===== src/rtl/result_queues_stage_pkg.sv =====
// result_queues_stage_pkg
//   Shared types for the lane writeback stage: VRF word address, result word,
//   byte strobes, instruction id, the result source enumeration and the
//   buffered result entry. Also holds the wrap-around increment used by the
//   round-robin arbiter.
package result_queues_stage_pkg;

  localparam int unsigned ELEN        = 64;
  localparam int unsigned VaddrW      = 16;
  localparam int unsigned NrVInsn     = 8;
  localparam int unsigned NrResultSrc = 5;
  localparam int unsigned SrcW        = 3;

  typedef logic [VaddrW-1:0]          vaddr_t;
  typedef logic [ELEN-1:0]            elen_t;
  typedef logic [ELEN/8-1:0]          strb_t;
  typedef logic [$clog2(NrVInsn)-1:0] vid_t;

  typedef enum logic [SrcW-1:0] {
    ResAlu   = 3'd0,
    ResMfpu  = 3'd1,
    ResVldu  = 3'd2,
    ResSldu  = 3'd3,
    ResMasku = 3'd4
  } result_src_e;

  typedef struct packed {
    vaddr_t addr;
    elen_t  wdata;
    strb_t  be;
    vid_t   id;
  } result_entry_t;

  // Next source index, wrapping after the last source.
  function automatic logic [SrcW-1:0] src_wrap_inc(input logic [SrcW-1:0] s);
    return (s == SrcW'(NrResultSrc - 1)) ? '0 : s + SrcW'(1);
  endfunction

endpackage


===== src/rtl/result_queues_stage_fifo.sv =====
// result_queues_stage_fifo
//   Per-source result FIFO (fifo_v3-style, no fall-through).
//   Ports:
//     clk_i, rst_ni   clock, asynchronous active-low reset
//     push_i, data_i  write side; ignored while full
//     pop_i,  data_o  read side; data_o is the head entry, pop ignored while empty
//     full_o, empty_o occupancy flags
module result_queues_stage_fifo #(
  parameter int unsigned Depth = 2,
  parameter type         dtype = logic
) (
  input  logic clk_i,
  input  logic rst_ni,
  input  logic push_i,
  input  dtype data_i,
  input  logic pop_i,
  output dtype data_o,
  output logic full_o,
  output logic empty_o
);

  localparam int unsigned CntW = $clog2(Depth + 1);
  localparam int unsigned PtrW = (Depth > 1) ? $clog2(Depth) : 1;

  logic [PtrW-1:0] wr_ptr_q, wr_ptr_d, rd_ptr_q, rd_ptr_d;
  logic [CntW-1:0] cnt_q, cnt_d;
  dtype            mem_q [Depth];
  dtype            mem_d [Depth];
  logic            push_en, pop_en;

  assign full_o  = (cnt_q == CntW'(Depth));
  assign empty_o = (cnt_q == '0);
  assign data_o  = mem_q[rd_ptr_q];
  assign push_en = push_i & ~full_o;
  assign pop_en  = pop_i & ~empty_o;

  always_comb begin
    mem_d    = mem_q;
    wr_ptr_d = wr_ptr_q;
    rd_ptr_d = rd_ptr_q;
    cnt_d    = cnt_q;
    if (push_en) begin
      mem_d[wr_ptr_q] = data_i;
      wr_ptr_d = (wr_ptr_q == PtrW'(Depth - 1)) ? '0 : wr_ptr_q + PtrW'(1);
    end
    if (pop_en) begin
      rd_ptr_d = (rd_ptr_q == PtrW'(Depth - 1)) ? '0 : rd_ptr_q + PtrW'(1);
    end
    case ({push_en, pop_en})
      2'b10:   cnt_d = cnt_q + CntW'(1);
      2'b01:   cnt_d = cnt_q - CntW'(1);
      default: cnt_d = cnt_q;
    endcase
  end

  always_ff @(posedge clk_i or negedge rst_ni) begin
    if (!rst_ni) begin
      wr_ptr_q <= '0;
      rd_ptr_q <= '0;
      cnt_q    <= '0;
    end else begin
      wr_ptr_q <= wr_ptr_d;
      rd_ptr_q <= rd_ptr_d;
      cnt_q    <= cnt_d;
    end
  end

  // Storage carries data only; validity is tracked by the counter.
  always_ff @(posedge clk_i) begin
    mem_q <= mem_d;
  end

endmodule


===== src/rtl/result_queues_stage.sv =====
// result_queues_stage
//   Lane writeback stage: buffers results from the five functional units in
//   private FIFOs, round-robin arbitrates the FIFO heads into one registered
//   VRF write port and reports each committed write.
//   Ports:
//     clk_i, rst_ni                    clock, asynchronous active-low reset
//     result_req_i / result_gnt_o      per-source handshake
//     result_addr/wdata/be/id_i        per-source result payload
//     vrf_req_o, vrf_addr/wdata/be_o   registered VRF write port
//     vrf_gnt_i                        VRF accepted the write
//     wb_done_valid/src/id_o           committed-write report
//   Build option: define ARA_RESULT_BYPASS_EN to let a transferring source
//   with an empty FIFO compete directly, cutting latency by one cycle.
module result_queues_stage
  import result_queues_stage_pkg::*;
#(
  parameter int unsigned NrLanes    = 0,
  parameter int unsigned QueueDepth = 2
) (
  input  logic                   clk_i,
  input  logic                   rst_ni,
  input  logic [NrResultSrc-1:0] result_req_i,
  input  vaddr_t                 result_addr_i  [NrResultSrc],
  input  elen_t                  result_wdata_i [NrResultSrc],
  input  strb_t                  result_be_i    [NrResultSrc],
  input  vid_t                   result_id_i    [NrResultSrc],
  output logic [NrResultSrc-1:0] result_gnt_o,
  output logic                   vrf_req_o,
  output vaddr_t                 vrf_addr_o,
  output elen_t                  vrf_wdata_o,
  output strb_t                  vrf_be_o,
  input  logic                   vrf_gnt_i,
  output logic                   wb_done_valid_o,
  output result_src_e            wb_done_src_o,
  output vid_t                   wb_done_id_o
);

  if (QueueDepth < 1 || NrLanes > 16) begin : g_cfg_check
    $error("result_queues_stage: QueueDepth must be >= 1 and NrLanes <= 16");
  end

  logic [NrResultSrc-1:0] full, empty, push, fifo_push, pop, cand;
  result_entry_t          in_entry [NrResultSrc];
  result_entry_t          head     [NrResultSrc];
  result_entry_t          win_entry;
  logic [SrcW-1:0]        win_idx, scan;
  logic                   win_found, load;

  logic [SrcW-1:0] rr_q, rr_d;
  logic            vld_q, vld_d;
  result_src_e     src_q, src_d;
  result_entry_t   entry_q, entry_d;

  // Grant depends on occupancy only; held low while reset is asserted.
  assign result_gnt_o = result_req_i & ~full & {NrResultSrc{rst_ni}};
  assign push         = result_gnt_o;

  // ---- Stage 0: per-source FIFOs ----
  for (genvar s = 0; s < NrResultSrc; s++) begin : g_src
    assign in_entry[s] = '{addr:  result_addr_i[s],
                           wdata: result_wdata_i[s],
                           be:    result_be_i[s],
                           id:    result_id_i[s]};
    assign pop[s]      = load & (win_idx == SrcW'(s)) & ~empty[s];
`ifdef ARA_RESULT_BYPASS_EN
    // A bypassed result goes straight to the output register, not the FIFO.
    assign fifo_push[s] = push[s] & ~(load & (win_idx == SrcW'(s)) & empty[s]);
`else
    assign fifo_push[s] = push[s];
`endif

    result_queues_stage_fifo #(
      .Depth (QueueDepth),
      .dtype (result_entry_t)
    ) i_fifo (
      .clk_i   (clk_i),
      .rst_ni  (rst_ni),
      .push_i  (fifo_push[s]),
      .data_i  (in_entry[s]),
      .pop_i   (pop[s]),
      .data_o  (head[s]),
      .full_o  (full[s]),
      .empty_o (empty[s])
    );
  end

`ifdef ARA_RESULT_BYPASS_EN
  assign cand      = ~empty | push;
  assign win_entry = empty[win_idx] ? in_entry[win_idx] : head[win_idx];
`else
  assign cand      = ~empty;
  assign win_entry = head[win_idx];
`endif

  // Round-robin: first candidate at or after rr, wrapping.
  always_comb begin
    win_found = 1'b0;
    win_idx   = rr_q;
    scan      = rr_q;
    for (int i = 0; i < NrResultSrc; i++) begin
      if (!win_found && cand[scan]) begin
        win_found = 1'b1;
        win_idx   = scan;
      end
      scan = src_wrap_inc(scan);
    end
  end

  assign load = (~vld_q | vrf_gnt_i) & win_found;

  always_comb begin
    vld_d   = vld_q;
    src_d   = src_q;
    entry_d = entry_q;
    rr_d    = rr_q;
    if (load) begin
      vld_d   = 1'b1;
      src_d   = result_src_e'(win_idx);
      entry_d = win_entry;
      rr_d    = src_wrap_inc(win_idx);
    end else if (vrf_gnt_i) begin
      vld_d   = 1'b0;
    end
  end

  // ---- Stage 1: VRF output register ----
  always_ff @(posedge clk_i or negedge rst_ni) begin
    if (!rst_ni) begin
      vld_q   <= 1'b0;
      src_q   <= ResAlu;
      entry_q <= '0;
      rr_q    <= '0;
    end else begin
      vld_q   <= vld_d;
      src_q   <= src_d;
      entry_q <= entry_d;
      rr_q    <= rr_d;
    end
  end

  assign vrf_req_o       = vld_q;
  assign vrf_addr_o      = entry_q.addr;
  assign vrf_wdata_o     = entry_q.wdata;
  assign vrf_be_o        = entry_q.be;
  assign wb_done_valid_o = vld_q & vrf_gnt_i;
  assign wb_done_src_o   = src_q;
  assign wb_done_id_o    = entry_q.id;

endmodule


===== config.mk =====
export PLATFORM = sky130hd
export DESIGN_NAME = result_queues_stage
export DESIGN_NICKNAME = d
export VERILOG_FILES = /design/src/rtl/result_queues_stage_pkg.sv /design/src/rtl/result_queues_stage_fifo.sv /design/src/rtl/result_queues_stage.sv
export SDC_FILE = /design/constraint.sdc
export NUM_CORES = 1
export LEC_CHECK = 0
export CORE_UTILIZATION = 30
export DETAILED_ROUTE_END_ITERATION = 7
export PLACE_DENSITY = 0.49
export SYNTH_ARGS = -nofsm -noshare
export SYNTH_HDL_FRONTEND = slang
export SYNTH_SLANG_ARGS = --single-unit

===== constraint.sdc =====
create_clock -name clk_i -period 7.4 [get_ports clk_i]
set_input_delay 1.48 -clock clk_i [delete_from_list [all_inputs] [get_ports clk_i]]
set_output_delay 1.48 -clock clk_i [all_outputs]
set_load 0.005 [all_outputs]

==> Yosys cells after proc, flatten, opt, wreduce, memory -nomap -nowiden <==
Index checks and enable logic that the tools add are counted.
{ "word_totals": {"ff_bits": 1028, "inputBits": 463, "output_inout_bits": 101, "elab_cells": 279} }
{ "op_classes": {"add_sub_neg": 25, "magnitude_cmp": 21, "n_eq_ne": 23, "mux": 74, "bitwise_logic": 49, "n_reduce_logical": 25} }
{ "ops": {"columns": ["operator", "n"], "rows": [
  ["$mux W91", 22],
  ["$bwmux W182", 5],
  ["$demux W91 S1", 5],
  ["$bmux W91 S3", 1],
  ["$mux W3", 9],
  ["$and A1 B1 Y1", 22],
  ["$mux W1", 22],
  ["$eq A2 B2 Y1 const B", 10],
  ["$ge A2 B2 Y1 const B", 10],
  ["$lt A3 B4 Y1 const B", 5],
  ["$not A1 Y2", 10],
  ["$pmux W2 S2", 5],
  ["$add A3 B1 Y3 const B", 5],
  ["$bmux W1 S3", 5],
  ["$eq A3 B3 Y1 const B", 5],
  ["$reduce_bool A2 Y1", 6],
  ["$not A1 Y1", 11],
  ["$add A1 B1 Y1 const B", 10],
  ["$add A2 B1 Y2 const B", 5],
  ["$and A5 B5 Y5", 2],
  ["$eq A2 B1 Y1 const B", 5],
  ["$logic_not A2 Y1", 5],
  ["$lt A2 B1 Y1 const B", 5],
  ["$not A5 Y5", 2],
  ["9 further kinds", 25]
]} }

==> Depth between registers and ports, before layout <==
{ "logic_depth": {"word_depth": 23, "mapped_depth": 25, "ltp_nobuf": 22} }

==> Cells and area by module <==
From an unflattened synthesis, not the netlist that was laid out.
{ "hier_totals": {"hier_cells": 2212, "area_unflattened_um2": 43133.9} }
{ "modules_own_cells": {"columns": ["module", "n_inst", "cells_each", "area_per_inst_um2", "seq_area_each_um2"], "rows": [
  ["result_queues_stage_fifo", 5, 301, 7160.6, 5565.3],
  ["result_queues_stage", 1, 707, 7330.8, 2452.4]
]} }

==> Least setup slack after synthesis <==
Ideal clock, no wire load.
{ "synth_path": {"kind": "input -> register", "from": "input result_req_i[3]", "to": "register g_src[3].i_fifo.mem_q[100] (netlist bit), enable pin", "setup_time_ns": 0.542, "t_arrival_ns": 5.461, "required_time_ns": 6.858, "setup_slack_ns": 1.397, "path_stages": 2, "path_buffers": 0, "path_cell_list": "o211ai_1 nor2_1"} }
{ "synth_between": {"elab_chain_len": 3} }
{ "synth_rtl": {"columns": ["item", "line", "rtl"], "rows": [
  ["start: declaration", "result_queues_stage.sv:22", "input logic [NrResultSrc-1:0] result_req_i,"],
  ["$and A5 B5 Y5 (2 in a row)", "result_queues_stage.sv:55", "assign result_gnt_o = result_req_i & ~full & {NrResultSrc{rst_ni}};"],
  ["$and A1 B1 Y1", "result_queues_stage_fifo.sv:34", "assign push_en = push_i & ~full_o;"],
  ["end signal: assignment", "result_queues_stage_fifo.sv:70", "mem_q <= mem_d;"],
  ["end: declaration", "result_queues_stage_fifo.sv:27", "dtype mem_q [Depth];"]
]} }
Every way passes these cells.
A chain may end at the register's enable or synchronous reset.

==> Final worst setup path <==
{ "layout_path": {"from": "register rr_q[0]", "to": "register entry_q, in the netlist vrf_addr_o[0]"} }
{ "layout_between": {"elab_chain_len": 19, "elab_cells_between_ends": 44, "classes_between": "add/sub: 4; eq/ne: 4; mux: 26; bitwise: 2; reduce/logical: 8"} }
{ "layout_rtl": {"columns": ["item", "line", "rtl"], "rows": [
  ["start: declaration", "result_queues_stage.sv:49", "logic [SrcW-1:0] rr_q, rr_d;"],
  ["start signal: assignment", "result_queues_stage.sv:137", "rr_q <= rr_d;"],
  ["parallel branches: the longest is 19 deep, another holds $add A3 B1 Y3", null, null],
  ["end signal: assignment", "result_queues_stage.sv:136", "entry_q <= entry_d;"],
  ["end: declaration", "result_queues_stage.sv:52", "result_entry_t entry_q, entry_d;"]
]} }
Parallel ways; which one is timed is not known. The select of a mux whose other input is x is not followed.

==> impl_metrics.toml <==
[die]
die_h_um = 371
std_cell_rows = 135
ios = 564
core-area_mm2 = 0.135
initial_utilization_pct = 30.2
die_x_um = 371
die_area_mm2 = 0.138

[timing]
slew_viol_final = 0
worst_pin_slew_ps = 1270
hold_violations = 0
max_freq_mhz = 154
finalSetupTns_ps = 0
period_share_pct = 87.8
setup_viol = 0
relSlewSlack_pct = 15.0
clock_skew_ps = 35.8
grt_setup_unrepaired = "false"
period_needed_ps = 6500
timing.final.ws_setup_ps = 904

[worst_setup_path]
start_kind = "register"
crit_chain = "inv_1 -> ha_1 -> a21o_1 -> ha_1 -> o21ai_0 -> a22o_1 -> clkinv_1 -> ha_1 -> a221oi_1 -> nor3_1 -> or4_1 -> a41o_1 -> or4_1 -> o211ai_4 -> buf_4 -> buf_4 -> nand2_1 -> o211ai_1 -> nand3_1"
critPathBufInv = 4
cp_slowest_cell = "buf_4"
cp_common_cell = "ha_1"
cpLargestDelayFamily = "compound AO/OA/AOI/OAI gates"
slowest_delay_ps = 660
path_class = "register to register"
crit_required_ps = 7990
cp-end-kind = "register"
crit_arrival_ps = 7080
cp_max_fo = 75

[detailed_routing]
wl_per_cell_um = 26.5
via_per_inst = 4.93
ant_nets = 0
num_vias = 24400
drt-initial-drc-count = 1577
drc = 0
firstDrtPassIters = 7
drt_wl_total_um = 131000

[finish]
finish.instance_area_mm2 = 0.0523
drive_gt1_share_pct = 13.7
layout_common_cells = "910 x edfxtp_1, 562 x clkdlybuf4s50_1, 283 x mux2i_1"
multi_input_area_mm2 = 0.00986
fin_util_pct = 38.7
final_cells = 4941
fill_cells = 12500
layout_commonest_cell = "edfxtp_1"
num-nets-final = 3528
regArea_mm2 = 0.0303
syn_to_final_growth_pct = 28.1

[status]
status = "finished clean"

[synthesis]
synth_largest_area_cell = "edfxtp_1"
synth-xor-area-share_pct = 0.557
synth_compound_area_share_pct = 6.10
synth_top_family_by_area = "multiplexers"
yosys_warnings = 0
synth-simple-area-share_pct = 4.77
async_flop_share_pct = 11.5
synth_area_mm2 = 0.0409
netlist_instances = 2475
synth_nets = 2955
synth_seq_cells = 1028
syn_area_per_cell_um2 = 16.5
synth_top_area_share_pct = 66.9
netlist_top_cells_area = "edfxtp_1 67%, dfrtp_1 7.2%, mux2i_1 6.9%"
synthAdderAreaFrac_pct = 0.521
synthMuxAreaShare_pct = 12.0
synth_edf_count = 910
synth-seq-area-share_pct = 74.1
synth_cell_types = 61
synth-main-ff-cell = "edfxtp_1"

[placement]
place_inst = 4715
gp_congestion = 0.829
place_area_mm2 = 0.0485
dp.final_hpwl_um = 86700
port_buffers = 563
dp_slack_ps = 1080

[cts]
cts.repair.resized = 0
cts_tree = "built"
clock_path_buffers = 3
htreeDepth = 3
postCtsSetupBuffers = 0
cts-hold-fix-buffers = 0
clk_pin_slew_ps = 60
root_buffer = "clkbuf_16"
clkSinkCount = 1028
clock_latency_ps = 740
numCtsBuffers = 112

[global_routing]
grt_start_max_net_pins = 109
grt_pass1_wl_um = 183000
antenna_found_initial = 46
grt_overflow_total = 0
grt_use_total_pct = 18.7
grt_pass1_vias = 25400

[power_and_ir_drop]
p_per_area_mw_per_mm2 = 444
leakage_uw = 0.0181
vdd.ir_drop.worst_v = 0.000694

[min_path]
min_path_type = "register to register"

[flow_run]
max-cap-violations = 0
## stage by stage
step                      hold slack, ps  total power [µW]
after floorplan                      460             14200
after CTS                            530             23600
after global placement               500             17600
final                                511             23200
after global routing                 542             24500
after detailed placement             517             17700
## metal layers
layer  GRT usage (%)  vias to the layer above  wire [µm]
li1                -                    10800          -
met1            23.8                    12500      54700
met2            31.4                      823      63600
met3            4.64                      247       8960
met4            5.60                       46       3150
met5               0                        -        323
## sequential cells by signal, indices dropped and copies added, names as in the netlist
| name | flops |
|---|---|
| wb_done_src_o | 3 |
| rr_q | 3 |
| g_src.i_fifo.rd_ptr_q | 5 |
| vrf_be_o | 8 |
| vrf_req_o | 1 |
| g_src.i_fifo.cnt_q | 10 |
| vrf_wdata_o | 64 |
| g_src.i_fifo.mem_q | 910 |
| wb_done_id_o | 3 |
| vrf_addr_o | 16 |
| g_src.i_fifo.wr_ptr_q | 5 |
## final timing paths
kind | from | end | slack, ps | depth (start not counted)
worst max register to register | rr_q[0] | vrf_addr_o[0] | 900 | 19
worst min-delay path | wb_done_src_o[0] | wb_done_src_o[0] | 510 | 1
worst max-delay path | rr_q[0] | vrf_addr_o[0] | 900 | 19
min in group asynchronous | rst_ni | g_src[2].i_fifo.cnt_q[1] | 670 | 1
max in group asynchronous | rst_ni | vrf_wdata_o[3] | 5510 | 2
worst min register to register | wb_done_src_o[0] | wb_done_src_o[0] | 510 | 1
## Yosys cell counts, types with 3 or more instances
cell,number
nand3_1,93
o211ai_1,186
a21o_1,4
nor2_1,113
edfxtp_1,910
dfrtp_1,118
and2_1,13
xor2_1,6
mux2_2,182
a22oi_1,95
clkbuf_1,71
ha_1,17
nor3b_1,4
or4_1,4
buf_4,25
xnor2_1,20
mux2i_1,283
inv_1,20
nand2_1,191
and3_1,5
buf_2,50
o21ai_0,9
a211o_1,3
nor3_1,4
## report_power, final
group          total (µW)  internal, µW  switching (µW)
registers            8140          7430             714
clock network        5780          3420            2370
logic                9300          3420            5880
total               23200         14300            8960
## logic make-up (layout without fill, tap and decap cells)
family	after synthesis	in the layout
flip-flops	1028	1028
AO/OA/AOI/OAI	325	325
adder cells (fa/ha/maj)	17	17
AND/OR/NAND/NOR	445	445
XOR/XNOR	26	26
multiplexers	466	466
other	0	13
buffers and inverters	168	840
## layout make-up
type	count	area share [%]
repair buffers	606	11.5
well taps	1781	4.26
multi-input cells	1279	18.8
flip-flops and latches	1028	57.9
diodes	13	0.0622
clock inverters	72	1.57
inverters	21	0.151
clock buffers	141	5.70
(Power assumes the default switching activity.)
